==> src/rtl/psg_ecfs_lvdcdc_sd_adc_ctrl.sv <==
// Sinc3 decimation tick, all-channel integrator capture and shared comb sequencer.
// Define SD_ADC_CTRL_FRAME_CNT_EN to add the out_frame sequence-number port.
module psg_ecfs_lvdcdc_sd_adc_ctrl #(
   parameter int unsigned NUM_CH = 4,
   parameter int unsigned DW     = 22
) (
   input  logic                 clk_adc,
   input  logic                 reset,
   input  logic                 en,
   input  logic [1:0]           dec_sel,
   input  logic [NUM_CH*DW-1:0] cn_in,
   output logic [DW-1:0]        out_data,
   output logic [2:0]           out_ch,
   output logic                 out_valid,
   input  logic                 out_ready,
   output logic                 busy,
   output logic                 overrun
`ifdef SD_ADC_CTRL_FRAME_CNT_EN
   ,
   output logic [15:0]          out_frame
`endif
);

   localparam int unsigned CHW = (NUM_CH > 1) ? $clog2(NUM_CH) : 1;
   localparam int unsigned CW  = 7;

   localparam logic [2:0] S_IDLE = 3'd0;
   localparam logic [2:0] S_C1   = 3'd1;
   localparam logic [2:0] S_C2   = 3'd2;
   localparam logic [2:0] S_C3   = 3'd3;
   localparam logic [2:0] S_OUT  = 3'd4;

   logic [1:0]    r_dsel;
   logic [CW-1:0] r_cnt;
   logic [CW-1:0] w_cnt_max;
   logic [DW-1:0] r_cap [NUM_CH];
   logic [DW-1:0] r_z1  [NUM_CH];
   logic [DW-1:0] r_z2  [NUM_CH];
   logic [DW-1:0] r_z3  [NUM_CH];
   logic [DW-1:0] r_d1;
   logic [DW-1:0] r_d2;
   logic [DW-1:0] w_d1;
   logic [DW-1:0] w_d2;
   logic [DW-1:0] w_d3;
   logic [2:0]    r_state;
   logic [2:0]    w_state_nxt;
   logic [2:0]    r_ch;
   logic [CHW-1:0] w_ci;
   logic [1:0]    r_settle;
   logic          w_tick;
   logic          w_ovr;
   logic          w_adv;
   logic          w_last;
   logic          w_settled;
   logic [DW-1:0] r_out_data;
   logic [2:0]    r_out_ch;
   logic          r_out_valid;
   logic          r_busy;
   logic          r_overrun;
`ifdef SD_ADC_CTRL_FRAME_CNT_EN
   logic [15:0]   r_frame;
   logic [15:0]   r_out_frame;
   assign out_frame = r_out_frame;
`endif

   assign out_data  = r_out_data;
   assign out_ch    = r_out_ch;
   assign out_valid = r_out_valid;
   assign busy      = r_busy;
   assign overrun   = r_overrun;

   always_comb begin
      case (r_dsel)
         2'd0:    w_cnt_max = CW'(31);
         2'd1:    w_cnt_max = CW'(63);
         default: w_cnt_max = CW'(127);
      endcase
   end

   assign w_tick    = en && (r_cnt == w_cnt_max);
   assign w_ci      = r_ch[CHW-1:0];
   assign w_last    = (r_ch == 3'(NUM_CH - 1));
   assign w_settled = (r_settle == 2'd3);
   // Single shared subtractor path, one comb stage per cycle
   assign w_d1      = r_cap[w_ci] - r_z1[w_ci];
   assign w_d2      = r_d1 - r_z2[w_ci];
   assign w_d3      = r_d2 - r_z3[w_ci];

   always_comb begin
      w_state_nxt = r_state;
      w_ovr       = 1'b0;
      w_adv       = 1'b0;
      case (r_state)
         S_IDLE: if (w_tick) w_state_nxt = S_C1;
         S_C1:   w_state_nxt = S_C2;
         S_C2:   w_state_nxt = S_C3;
         S_C3: begin
            if (w_settled) w_state_nxt = S_OUT;
            else           w_adv       = 1'b1;
         end
         S_OUT:   w_adv = out_ready;
         default: w_state_nxt = S_IDLE;
      endcase
      if (w_adv) w_state_nxt = w_last ? S_IDLE : S_C1;
      // A tick landing mid-frame aborts it and restarts settling
      if (w_tick && (r_state != S_IDLE)) begin
         w_ovr       = 1'b1;
         w_state_nxt = S_IDLE;
      end
      if (!en) w_state_nxt = S_IDLE;
   end

   always_ff @(posedge clk_adc) begin
      if (reset) begin
         r_dsel      <= dec_sel;
         r_cnt       <= '0;
         r_d1        <= '0;
         r_d2        <= '0;
         r_state     <= S_IDLE;
         r_ch        <= '0;
         r_settle    <= '0;
         r_out_data  <= '0;
         r_out_ch    <= '0;
         r_out_valid <= 1'b0;
         r_busy      <= 1'b0;
         r_overrun   <= 1'b0;
         for (int unsigned k = 0; k < NUM_CH; k++) begin
            r_cap[k] <= '0;
            r_z1[k]  <= '0;
            r_z2[k]  <= '0;
            r_z3[k]  <= '0;
         end
`ifdef SD_ADC_CTRL_FRAME_CNT_EN
         r_frame     <= '0;
         r_out_frame <= '0;
`endif
      end else if (!en) begin
         r_dsel      <= dec_sel;
         r_cnt       <= '0;
         r_state     <= S_IDLE;
         r_ch        <= '0;
         r_settle    <= '0;
         r_out_valid <= 1'b0;
         r_busy      <= 1'b0;
         r_overrun   <= 1'b0;
         for (int unsigned k = 0; k < NUM_CH; k++) begin
            r_z1[k] <= '0;
            r_z2[k] <= '0;
            r_z3[k] <= '0;
         end
`ifdef SD_ADC_CTRL_FRAME_CNT_EN
         r_frame     <= '0;
`endif
      end else begin
         r_state <= w_state_nxt;
         r_busy  <= (w_state_nxt != S_IDLE);
         r_cnt   <= (r_cnt == w_cnt_max) ? '0 : r_cnt + CW'(1);
         if (w_ovr) begin
            r_overrun   <= 1'b1;
            r_out_valid <= 1'b0;
            r_settle    <= '0;
            r_ch        <= '0;
            for (int unsigned k = 0; k < NUM_CH; k++) begin
               r_z1[k] <= '0;
               r_z2[k] <= '0;
               r_z3[k] <= '0;
            end
         end else begin
            if (w_tick) begin
               r_ch <= '0;
               for (int unsigned k = 0; k < NUM_CH; k++) r_cap[k] <= cn_in[k*DW +: DW];
`ifdef SD_ADC_CTRL_FRAME_CNT_EN
               if (w_settled) r_frame <= r_frame + 16'd1;
`endif
            end
            case (r_state)
               S_C1: begin
                  r_d1       <= w_d1;
                  r_z1[w_ci] <= r_cap[w_ci];
               end
               S_C2: begin
                  r_d2       <= w_d2;
                  r_z2[w_ci] <= r_d1;
               end
               S_C3: begin
                  r_z3[w_ci] <= r_d2;
                  if (w_settled) begin
                     r_out_data  <= w_d3;
                     r_out_ch    <= r_ch;
                     r_out_valid <= 1'b1;
`ifdef SD_ADC_CTRL_FRAME_CNT_EN
                     r_out_frame <= r_frame;
`endif
                  end
               end
               S_OUT: if (out_ready) r_out_valid <= 1'b0;
               default: ;
            endcase
            if (w_adv) begin
               if (w_last) r_settle <= w_settled ? r_settle : r_settle + 2'd1;
               else        r_ch     <= r_ch + 3'd1;
            end
         end
      end
   end

endmodule

==> config.mk <==
export PLATFORM = sky130hd
export DESIGN_NAME = psg_ecfs_lvdcdc_sd_adc_ctrl
export DESIGN_NICKNAME = d
export VERILOG_FILES = /design/src/rtl/psg_ecfs_lvdcdc_sd_adc_ctrl.sv
export SDC_FILE = /design/constraint.sdc
export NUM_CORES = 1
export LEC_CHECK = 0
export CAP_MARGIN = 40
export CORE_UTILIZATION = 40
export CTS_CLUSTER_DIAMETER = 40
export DETAILED_ROUTE_END_ITERATION = 6
export PLACE_DENSITY_LB_ADDON = 0.15
export RECOVER_POWER = 25
export SLEW_MARGIN = 20
export SYNTH_ARGS = -nofsm -noshare
export SYNTH_HDL_FRONTEND = slang
export SYNTH_SLANG_ARGS = --single-unit
==> constraint.sdc <==
create_clock -name clk_adc -period 4.3 [get_ports clk_adc]
set_input_delay 0.86 -clock clk_adc [delete_from_list [all_inputs] [get_ports clk_adc]]
set_output_delay 0.86 -clock clk_adc [all_outputs]
set_load 0.01 [all_outputs]
==> PnR_summary.wiki, run 1 <==
{| class="wikitable"
! Metric !! Value
|-
| Die extent in y || around 240 microns
|-
| Total I/O pin count || approximately 120
|-
| Filler Cells Inserted || about 4800
|-
| Final total negative setup slack || 0 ns
|-
| Count of different cell masters after synthesis || 69
|-
| DRC violations left || 0
|-
| Net count, final || 2048
|-
| Root cell of the clock tree || sky130_fd_sc_hd__clkbuf_16
|-
| Max Buffers Root-to-Sink || 3
|-
| Hold buffers post-CTS || 0
|-
| MaxCap Viol Count || 1
|-
| Relative slew slack || -2.444%
|-
| Overall via count from detail_route || ~14000
|-
| CTS resizes || 0
|-
| Endpoint of the lowest-slack register-to-register path || r_d1[21]
|-
| Pin count of the biggest net entering global routing || between 80 and 90
|-
| Upper clock frequency limit || between 200 and 300 MHz
|-
| Antenna-violating nets left || 0
|-
| Number of core rows || 85
|-
| Worst voltage drop across the vdd grid || about 290 uV
|-
| Hold Crit Class || reg2reg
|-
| Number of flops mapped to enable cells by yosys || 354
|-
| Seq. cell area || 12380 sq um
|-
| Kind of start point of the critical path || flop
|-
| Clock tree from TritonCTS || yes
|-
| Top flip-flop cell by instance count after synthesis || sky130_fd_sc_hd__edfxtp_1
|-
| Total power || approximately 0.011 W
|-
| Drt wl/cell || ~18 microns
|-
| Synthesis-to-layout area growth || 21.68%
|-
| Skew final || 0.02475 ns
|-
| First-pass iteration count of the detailed router || 5
|-
| Avg Cell Area, Syn || ~13 sq um
|-
| Last weighted congestion value of the routability-driven placer || 0.8374
|-
| Setup repair after global routing missed its margin || no
|-
| Final count of hold timing violations || 0
|-
| Leakage power figure || about 10 nW
|-
| Total of buffers placed on input and output ports || about 120
|-
| Commonest non-fill, non-tap cell in the layout || sky130_fd_sc_hd__edfxtp_1
|-
| Max Slew Vio Count || 38
|-
| Post-layout worst setup margin || 0.4850 ns
|-
| Async set-or-reset flop fraction in the synthesized netlist || 0%
|-
| Core region area || roughly 54000 sq um
|-
| Cell accounting for the most synthesized area || sky130_fd_sc_hd__edfxtp_1
|-
| Global-route wire length before repair || just under 80000 microns
|-
| Number of cells on the worst reg-to-reg path || 11
|-
| Top cell type's share of synthesized area || around 50%
|-
| Outcome || complete, but fails checks
|-
| Aggregate routed wire length || approximately 48000 microns
|-
| Critical path required time || ~4.8 ns
|-
| Share of the cycle needed by the critical path after routing || about nine tenths
|-
| Die width || 235.4 microns
|-
| Number of CTS-inserted buffers || 74
|-
| Total clock sinks || 441
|-
| Pre-CTS setup slack || 0.5104 ns
|-
| Clock insertion delay at the later pin of the skew report || between 0.6 and 0.7 ns
|-
| Number of endpoints failing setup at the final stage || 0
|-
| Initial Util || between 40% and 50%
|-
| Number of global-route vias before repair || 14320
|-
| Area of combinational cells with multiple inputs || between 8000 and 9000 sq um
|-
| Number of setup buffers added after CTS || 0
|-
| Final HPWL DP || between 30000 and 40000 microns
|-
| Cells after synthesis || approximately 1700
|-
| Overflow after GRT || 0
|-
| Commonest non-fill, non-tap cells in the layout || sky130_fd_sc_hd__edfxtp_1 (354), sky130_fd_sc_hd__and2_1 (254), sky130_fd_sc_hd__nand2_1 (105)
|-
| Number of diodes || 0
|-
| Summed instance area of the synthesized netlist || ~22000 sq um
|-
| Proportion of synthesized chip area in sequential cells || 56.78%
|-
| Main area contributors after synthesis || sky130_fd_sc_hd__edfxtp_1 (49%), sky130_fd_sc_hd__mux4_2 (9.1%), sky130_fd_sc_hd__and2_1 (8.3%)
|-
| Initial antenna violation count || 0
|-
| Violated checks || capacitance limit, slew limit
|-
| Worst Tran Pin Value || between 1.5 and 2 ns
|-
| Average vias per placed instance || 5.195
|-
| Source of the critical timing path || r_ch[0]
|-
| First DRT Iteration DRCs || between 600 and 700
|-
| Full die area || approximately 55000 sq um
|-
| Setup slack of the most critical reg-to-reg path || roughly 0.48 ns
|-
| Start of the worst register-to-register path || r_ch[0]
|-
| End point of the critical path || r_d1[21]
|-
| Syn nets || 1899
|-
| Clock-pin slew of the registers on the worst-case setup and hold paths || around 0.050 ns
|-
| Synth warn || 0
|-
| Flop and latch count out of synthesis || roughly 440
|-
| Arr. time, crit path || 4.28 ns
|-
| Global-route usage over all layers || between 10% and 20%
|-
| Critical path peak fanout || 37
|-
| Share of cells above drive strength 1 || 14.04%
|-
| Capturing element type of the critical path || flop
|-
| Power density relative to cell area || between 400 and 500 nW/um^2
|-
| CP Class || reg2reg
|-
| Clock H-tree levels || 3
|-
| Minimum period implied by the final worst setup slack || roughly 3.8 ns
|}
-- cells in the mapped netlist (20+ instances only) --
library cell and number:
sky130_fd_sc_hd__and2_1 290, sky130_fd_sc_hd__and4_1 23, sky130_fd_sc_hd__a21oi_1 84, sky130_fd_sc_hd__clkbuf_1 73, sky130_fd_sc_hd__mux4_2 88, sky130_fd_sc_hd__a21o_1 24
sky130_fd_sc_hd__dfxtp_1 87, sky130_fd_sc_hd__xor2_1 26, sky130_fd_sc_hd__nand3_1 20, sky130_fd_sc_hd__inv_1 77, sky130_fd_sc_hd__nor2_1 63, sky130_fd_sc_hd__nand2_1 104
sky130_fd_sc_hd__nor3_1 35, sky130_fd_sc_hd__o21ai_0 54, sky130_fd_sc_hd__ha_1 66, sky130_fd_sc_hd__edfxtp_1 354, sky130_fd_sc_hd__xnor2_1 30, sky130_fd_sc_hd__nor4b_1 21
-- state kept, by name (all words and copies together) (netlist names), 2 cells and up --
name / flops
out_ch: 3
out_data: 22
r_cap: 88
r_ch: 3
r_cnt: 7
r_d1: 22
r_d2: 22
r_dsel: 2
r_settle: 2
r_state: 3
r_z1: 88
r_z2: 88
r_z3: 88
-- kinds of logic (layout without fill, tap and decap cells) --
logic type	Yosys count	in the layout	share of synthesized area, %
compound gates	260	260	7.654
xor+xnor	56	56	2.251
buf+inv	177	385	3.124
fa+ha+maj	69	69	4.065
mux	94	94	9.376
flops	441	441	56.78
simple gates	639	639	16.75
-- worst max-delay path: stages (launching register included) --
cell and delay, ns:
sky130_fd_sc_hd__dfxtp_4 0.66, sky130_fd_sc_hd__buf_12 0.31, sky130_fd_sc_hd__buf_12 0.19, sky130_fd_sc_hd__mux4_2 0.55, sky130_fd_sc_hd__ha_1 0.39, sky130_fd_sc_hd__nand2_1 0.13
sky130_fd_sc_hd__nor2b_1 0.06, sky130_fd_sc_hd__o41a_1 0.44, sky130_fd_sc_hd__a221o_1 0.39, sky130_fd_sc_hd__a221oi_2 0.25, sky130_fd_sc_hd__xnor2_1 0.15, sky130_fd_sc_hd__a21oi_1 0.08
-- layout make-up --
cell class / instances / area share [%]
Sequential cell: 441 / 46.69
Clock buffer: 89 / 7.352
Clock inverter: 46 / 2.421
Timing Repair Buffer: 173 / 6.106
Tap cell: 696 / 3.284
Multi-Input combinational cell: 1118 / 33.06
Inverter: 77 / 1.090
-- metrics by stage --
stage | area [sq um] | std cells | utilization, % | hold slack [ns]
2_1_floorplan | 21790 | 1736 | - | 0.4175
3_3_place_gp | 24000 | 2503 | 44.59 | 0.4348
3_5_place_dp | 24020 | 2505 | 44.63 | 0.4385
4_1_cts | 26610 | 2640 | 49.45 | 0.4506
5_1_grt | 26520 | 2640 | 49.27 | 0.4784
6_report | 26520 | 2640 | 49.27 | 0.4437
-- per-layer routing --
metal	global-route usage (%)	wire, microns	vias up
li1	-	-	6722
met1	22.56	21450	6619
met2	30.75	23810	291
met3	3.365	1924	83
met4	5.803	1106	0
met5	0	0	-
-- where the power goes --
part / switching (W) / leakage, nW / internal (W)
combinational: 0.000287 / 4.26 / 0.000253
clock: 0.00215 / 1.25 / 0.00389
sequential: 0.0000476 / 4.51 / 0.00476
-- worst min-delay path by stage --
stage           startpoint     endpoint  cells past startpoint
2_1_floorplan     r_cnt[0]     r_cnt[0]                      1
3_3_place_gp      r_cnt[0]     r_cnt[0]                      1
3_5_place_dp      r_cnt[0]     r_cnt[0]                      1
4_1_cts           r_cnt[0]     r_cnt[0]                      1
5_1_grt        out_data[8]  out_data[8]                      2
6_report       out_data[8]  out_data[8]                      2
Note: power is estimated with default switching activity, not from simulation.
==> run 2: changes to the inputs <==
--- a/config.mk
+++ b/config.mk
@@ -9,9 +9,9 @@
 export CORE_UTILIZATION = 40
 export CTS_CLUSTER_DIAMETER = 40
 export DETAILED_ROUTE_END_ITERATION = 6
+export MAX_ROUTING_LAYER = met4
 export PLACE_DENSITY_LB_ADDON = 0.15
 export RECOVER_POWER = 25
-export SLEW_MARGIN = 20
 export SYNTH_ARGS = -nofsm -noshare
 export SYNTH_HDL_FRONTEND = slang
 export SYNTH_SLANG_ARGS = --single-unit
==> run 2 against run 1 <==
Effect of this change: the flow now finishes without violations; clock power fell by 8.6%; sequential share of layout area is 0.34 points higher; critical path depth did not move; final cell count hardly changed; routed wire length is 1.2% higher; worst setup slack better by 0.088 ns; critical endpoint is now r_d1[18]; count of clock-buffer cells in the layout shrank 6; first-iteration DRC count increased by 13%; register-to-register slack gained 0.09 ns; core utilization decreased by 0.35 points; combinational power grew 0.9%; final area down 0.72%.
==> PnR_summary.wiki, run 2 (same netlist as run 1, synthesis figures left out) <==
{| class="wikitable"
! Metric !! Value
|-
| CP Class || reg2reg
|-
| Total clock sinks || 441
|-
| Max Buffers Root-to-Sink || 3
|-
| Critical path required time || 4.73 ns
|-
| Number of cells in the design after placement || 2508
|-
| Number of endpoints failing setup at the final stage || 0
|-
| Global-route wire length before repair || about 79000 microns
|-
| Global-route usage over all layers || 18.65%
|-
| Capturing element type of the critical path || flop
|-
| Final Instance Count excl. Fillers || approximately 2600
|-
| Setup slack of the most critical reg-to-reg path || 0.57 ns
|-
| Full die area || 55420 sq um
|-
| Share of the cycle needed by the critical path after routing || between 80 and 90%
|-
| Hold buffers post-CTS || 0
|-
| Minimum hold slack || about 0.44 ns
|-
| Post-layout worst setup margin || around 0.57 ns
|-
| Total of buffers placed on input and output ports || 121
|-
| DRC violations left || 0
|-
| Overflow after GRT || 0
|-
| Total I/O pin count || 122
|-
| Synthesis-to-layout area growth || 20.81%
|-
| Worst voltage drop across the vdd grid || roughly 280 uV
|-
| Final HPWL DP || 33740 microns
|-
| Initial antenna violation count || 0
|-
| Minimum period implied by the final worst setup slack || around 3.7 ns
|-
| Number of global-route vias before repair || ~15000
|-
| Outcome || complete, no violations
|-
| Skew final || 0.03195 ns
|-
| Share of cells above drive strength 1 || between 10% and 20%
|-
| Commonest non-fill, non-tap cells in the layout || sky130_fd_sc_hd__edfxtp_1 (354), sky130_fd_sc_hd__and2_1 (266), sky130_fd_sc_hd__nand2_1 (104)
|-
| Number of diodes || 0
|-
| Power density relative to cell area || a little over 400 nW/um^2
|-
| Kind of start point of the critical path || flop
|-
| Antenna-violating nets left || 0
|-
| Upper clock frequency limit || about 270 MHz
|-
| Hold Crit Class || reg2reg
|-
| First-pass iteration count of the detailed router || 5
|-
| Pin count of the biggest net entering global routing || between 80 and 90
|-
| Clock tree from TritonCTS || yes
|-
| Leakage power figure || roughly 10 nW
|-
| Aggregate routed wire length || between 40000 and 50000 microns
|-
| Final count of hold timing violations || 0
|-
| MaxCap Viol Count || 0
|-
| Core region area || around 54000 sq um
|-
| Average vias per placed instance || approximately 5.2
|-
| Arr. time, crit path || around 4.2 ns
|-
| Initial Util || 40.49%
|-
| Drt wl/cell || roughly 19 microns
|-
| Relative slew slack || between 20% and 30%
|-
| Pre-CTS setup slack || approximately 0.59 ns
|-
| Final total negative setup slack || 0 ns
|-
| Die width || approximately 240 microns
|-
| Number of CTS-inserted buffers || 71
|-
| CTS resizes || 0
|-
| Worst Tran Pin Value || roughly 1.2 ns
|-
| Max Slew Vio Count || 0
|-
| Clock H-tree levels || 3
|-
| Net count, final || between 2000 and 2500
|-
| Last weighted congestion value of the routability-driven placer || around 0.8
|-
| Root cell of the clock tree || sky130_fd_sc_hd__clkbuf_16
|-
| Clock insertion delay at the later pin of the skew report || around 0.60 ns
|-
| Clock-pin slew of the registers on the worst-case setup and hold paths || 0.05 ns
|-
| Critical path peak fanout || 42
|-
| Die extent in y || between 200 and 250 microns
|-
| First DRT Iteration DRCs || roughly 770
|-
| Commonest non-fill, non-tap cell in the layout || sky130_fd_sc_hd__edfxtp_1
|-
| Number of core rows || 85
|-
| Overall via count from detail_route || approximately 14000
|-
| Setup repair after global routing missed its margin || no
|-
| Number of setup buffers added after CTS || 0
|}
## run 2: cell types whose count changed in the layout (fill, tap and decap cells not counted), sizes merged
cell | previous run | this run
inv | 86 | 89
bufinv | 10 | 5
buf | 40 | 46
clkinv | 23 | 27
clkbuf | 102 | 93
## run 2: path summary, 6_finish.rpt
check           endpoint        start  cells after the start
min reg2reg  out_data[8]  out_data[8]                      2
min          out_data[8]  out_data[8]                      2
max reg2reg     r_d1[18]      r_ch[0]                     11
max             r_d1[18]      r_ch[0]                     11
## run 2: worst max-delay path, stage by stage (launching register included)
cell	delay (ns)
sky130_fd_sc_hd__dfxtp_4	0.56
sky130_fd_sc_hd__buf_12	0.31
sky130_fd_sc_hd__mux4_2	0.54
sky130_fd_sc_hd__ha_1	0.23
sky130_fd_sc_hd__fa_1	0.42
sky130_fd_sc_hd__nand2b_1	0.19
sky130_fd_sc_hd__a21oi_1	0.38
sky130_fd_sc_hd__o311a_1	0.27
sky130_fd_sc_hd__o22ai_1	0.16
sky130_fd_sc_hd__o21ai_0	0.25
sky130_fd_sc_hd__xnor2_1	0.14
sky130_fd_sc_hd__a21oi_1	0.08
## run 2: where the power goes
part           total [W]  internal (W)  switching (W)
clock network    0.00553       0.00347        0.00206
registers        0.00480       0.00476      0.0000473
logic           0.000545      0.000254       0.000291
## run 2: layer usage
| metal | track usage, % | vias up | wire length, microns |
|---|---|---|---|
| met5 | - | - | 0 |
| met4 | 6.100 | 0 | 1357 |
| met3 | 3.189 | 98 | 1814 |
| met2 | 31.11 | 296 | 24090 |
| met1 | 23.00 | 6689 | 21600 |
| li1 | - | 6730 | - |
## run 2: cell type report
cell class | instances | area, sq um
well taps | 696 | 870.8
fillers | 4776 | 27490
clock buffers | 83 | 1873
multi-input cells | 1118 | 8777
inverters | 77 | 289.0
clock inverters | 48 | 475.5
repair buffers | 176 | 1660
flip-flops and latches | 441 | 12380
## run 2: through the flow
step | instance area [sq um] | total power [W] | util (%)
2_1_floorplan | 21790 | 0.005210 | -
3_3_place_gp | 24020 | 0.005432 | 44.64
3_5_place_dp | 24060 | 0.005441 | 44.71
4_1_cts | 26410 | 0.01102 | 49.07
5_1_grt | 26330 | 0.01127 | 48.92
6_report | 26330 | 0.01088 | 48.92
==> run 3: changes to the inputs <==
--- a/config.mk
+++ b/config.mk
@@ -8,6 +8,7 @@
 export CAP_MARGIN = 40
 export CORE_UTILIZATION = 40
 export CTS_CLUSTER_DIAMETER = 40
+export CTS_CLUSTER_SIZE = 30
 export DETAILED_ROUTE_END_ITERATION = 6
 export MAX_ROUTING_LAYER = met4
 export PLACE_DENSITY_LB_ADDON = 0.15
==> run 3 against run 2 <==
Effect of this change: flip-flop and latch count stayed put; final cell count hardly changed; via count hardly changed; sequential power hardly changed; routed wire length is 0.33% higher; largest cell class unchanged.
==> PnR_summary.wiki, run 3 (same netlist as run 1, synthesis figures left out) <==
{| class="wikitable"
! Metric !! Value
|-
| Pre-CTS setup slack || between 0.5 and 0.6 ns
|-
| Critical path peak fanout || 42
|-
| Leakage power figure || ~10 nW
|-
| Number of core rows || between 80 and 90
|-
| Core region area || 53810 sq um
|-
| Skew final || around 0.033 ns
|-
| Aggregate routed wire length || about 49000 microns
|-
| Relative slew slack || 22.67%
|-
| Total power || 0.01087 W
|-
| Critical path required time || 4.73 ns
|-
| Final count of hold timing violations || 0
|-
| Setup repair after global routing missed its margin || no
|-
| First DRT Iteration DRCs || between 700 and 800
|-
| Final HPWL DP || 33740 microns
|-
| Share of cells above drive strength 1 || roughly 14%
|-
| Max Slew Vio Count || 0
|-
| Seq. cell area || around 12000 sq um
|-
| Clock insertion delay at the later pin of the skew report || 0.60 ns
|-
| Capturing element type of the critical path || flop
|-
| Area of combinational cells with multiple inputs || just under 9000 sq um
|-
| Total clock sinks || roughly 440
|-
| Die width || approximately 240 microns
|-
| Worst voltage drop across the vdd grid || 275.2 uV
|-
| Number of global-route vias before repair || around 15000
|-
| Final Instance Count excl. Fillers || 2638
|-
| Number of cells in the design after placement || between 2000 and 3000
|-
| Number of diodes || 0
|-
| CTS resizes || 0
|-
| Reg power frac || 44.2%
|-
| Power density relative to cell area || ~410 nW/um^2
|-
| Commonest non-fill, non-tap cell in the layout || sky130_fd_sc_hd__edfxtp_1
|-
| Number of endpoints failing setup at the final stage || 0
|-
| DRC violations left || 0
|-
| Worst Tran Pin Value || between 1 and 1.5 ns
|-
| Overall via count from detail_route || between 10000 and 15000
|-
| Filler Cells Inserted || around 4800
|-
| Clock network fraction of total power || 50.8%
|-
| Commonest non-fill, non-tap cells in the layout || sky130_fd_sc_hd__edfxtp_1 (354), sky130_fd_sc_hd__and2_1 (266), sky130_fd_sc_hd__nand2_1 (104)
|-
| Arr. time, crit path || 4.16 ns
|-
| Switching pwr || approximately 0.0024 W
|-
| Sw Share || ~22%
|-
| Hold Crit Class || reg2reg
|-
| Number of setup buffers added after CTS || 0
|-
| First-pass iteration count of the detailed router || 5
|-
| Fraction of the core area covered by cells at the end of the flow || 48.90%
|-
| Final total negative setup slack || 0 ns
|-
| Initial antenna violation count || 0
|-
| Last weighted congestion value of the routability-driven placer || between 0.8 and 0.9
|-
| Synthesis-to-layout area growth || 20.76%
|-
| Proportion of power drawn by combinational gates || 5.0%
|-
| Upper clock frequency limit || about 270 MHz
|-
| Hold buffers post-CTS || 0
|-
| Kind of start point of the critical path || flop
|-
| MaxCap Viol Count || 0
|-
| Drt wl/cell || between 15 and 20 microns
|-
| Global-route usage over all layers || roughly a fifth
|-
| Pin count of the biggest net entering global routing || 89
|-
| Design internal power || approximately 0.0085 W
|-
| Total I/O pin count || between 100 and 150
|-
| Global-route wire length before repair || approximately 80000 microns
|-
| Net count, final || between 2000 and 2500
|-
| Average vias per placed instance || about 5.2
|-
| Die extent in y || roughly 240 microns
|-
| Minimum period implied by the final worst setup slack || 3.733 ns
|-
| Full die area || roughly 55000 sq um
|-
| Max Buffers Root-to-Sink || 3
|-
| Clock H-tree levels || 3
|-
| Total of buffers placed on input and output ports || around 120
|-
| Overflow after GRT || 0
|-
| Clock tree from TritonCTS || yes
|-
| Post-layout worst setup margin || between 0.5 and 0.6 ns
|-
| Share of the cycle needed by the critical path after routing || between 80% and 90%
|-
| Outcome || complete, no violations
|-
| Initial Util || between 40% and 50%
|-
| CP Class || reg2reg
|-
| Clock-pin slew of the registers on the worst-case setup and hold paths || 0.05 ns
|-
| Number of CTS-inserted buffers || slightly above 70
|-
| Root cell of the clock tree || sky130_fd_sc_hd__clkbuf_16
|-
| Antenna-violating nets left || 0
|}
## run 3: layout make-up
type	instances	area share [%]
Tap cell	696	3.309
Sequential cell	441	47.04
Inverter	77	1.098
Clock buffer	82	7.103
Multi-Input combinational cell	1118	33.35
Clock inverter	48	1.783
Timing Repair Buffer	176	6.309
## run 3: layer usage
| metal | up-vias | share of wire, % | global-route usage, % |
|---|---|---|---|
| met4 | 0 | 2.7 | 6.061 |
| li1 | 6731 | - | - |
| met2 | 292 | 49 | 31.22 |
| met1 | 6700 | 44 | 23.09 |
| met3 | 96 | 3.6 | 3.189 |
| met5 | - | 0 | - |
## run 3: worst paths after layout
check / from / end / slack, ns / cells after the start
min reg2reg: out_data[8] / out_data[8] / 0.44 / 2
max: r_ch[0] / r_d1[18] / 0.57 / 11
max reg2reg: r_ch[0] / r_d1[18] / 0.57 / 11
min: out_data[8] / out_data[8] / 0.44 / 2
## run 3: power groups by stage
stage	clock network [W]	logic, W	registers [W]
global route	0.00584	0.000602	0.00482
global placement	0	0.000550	0.00488
CTS	0.00564	0.000557	0.00480
floorplan	0	0.000339	0.00487
finish	0.00552	0.000545	0.00480
detailed placement	0	0.000554	0.00489
## run 3: worst max-delay path, stage by stage, from the launching register on
cell	delay [ns]
sky130_fd_sc_hd__dfxtp_4	0.56
sky130_fd_sc_hd__buf_12	0.32
sky130_fd_sc_hd__mux4_2	0.54
sky130_fd_sc_hd__ha_1	0.23
sky130_fd_sc_hd__fa_1	0.42
sky130_fd_sc_hd__nand2b_1	0.19
sky130_fd_sc_hd__a21oi_1	0.37
sky130_fd_sc_hd__o311a_1	0.27
sky130_fd_sc_hd__o22ai_1	0.16
sky130_fd_sc_hd__o21ai_0	0.25
sky130_fd_sc_hd__xnor2_1	0.14
sky130_fd_sc_hd__a21oi_1	0.08
## run 3: per-stage QoR
| step | cell area [sq um] | hold WS, ns |
|---|---|---|
| floorplan | 21790 | 0.4175 |
| global placement | 24020 | 0.4316 |
| detailed placement | 24060 | 0.4452 |
| CTS | 26400 | 0.4509 |
| global route | 26320 | 0.4652 |
| finish | 26320 | 0.4432 |
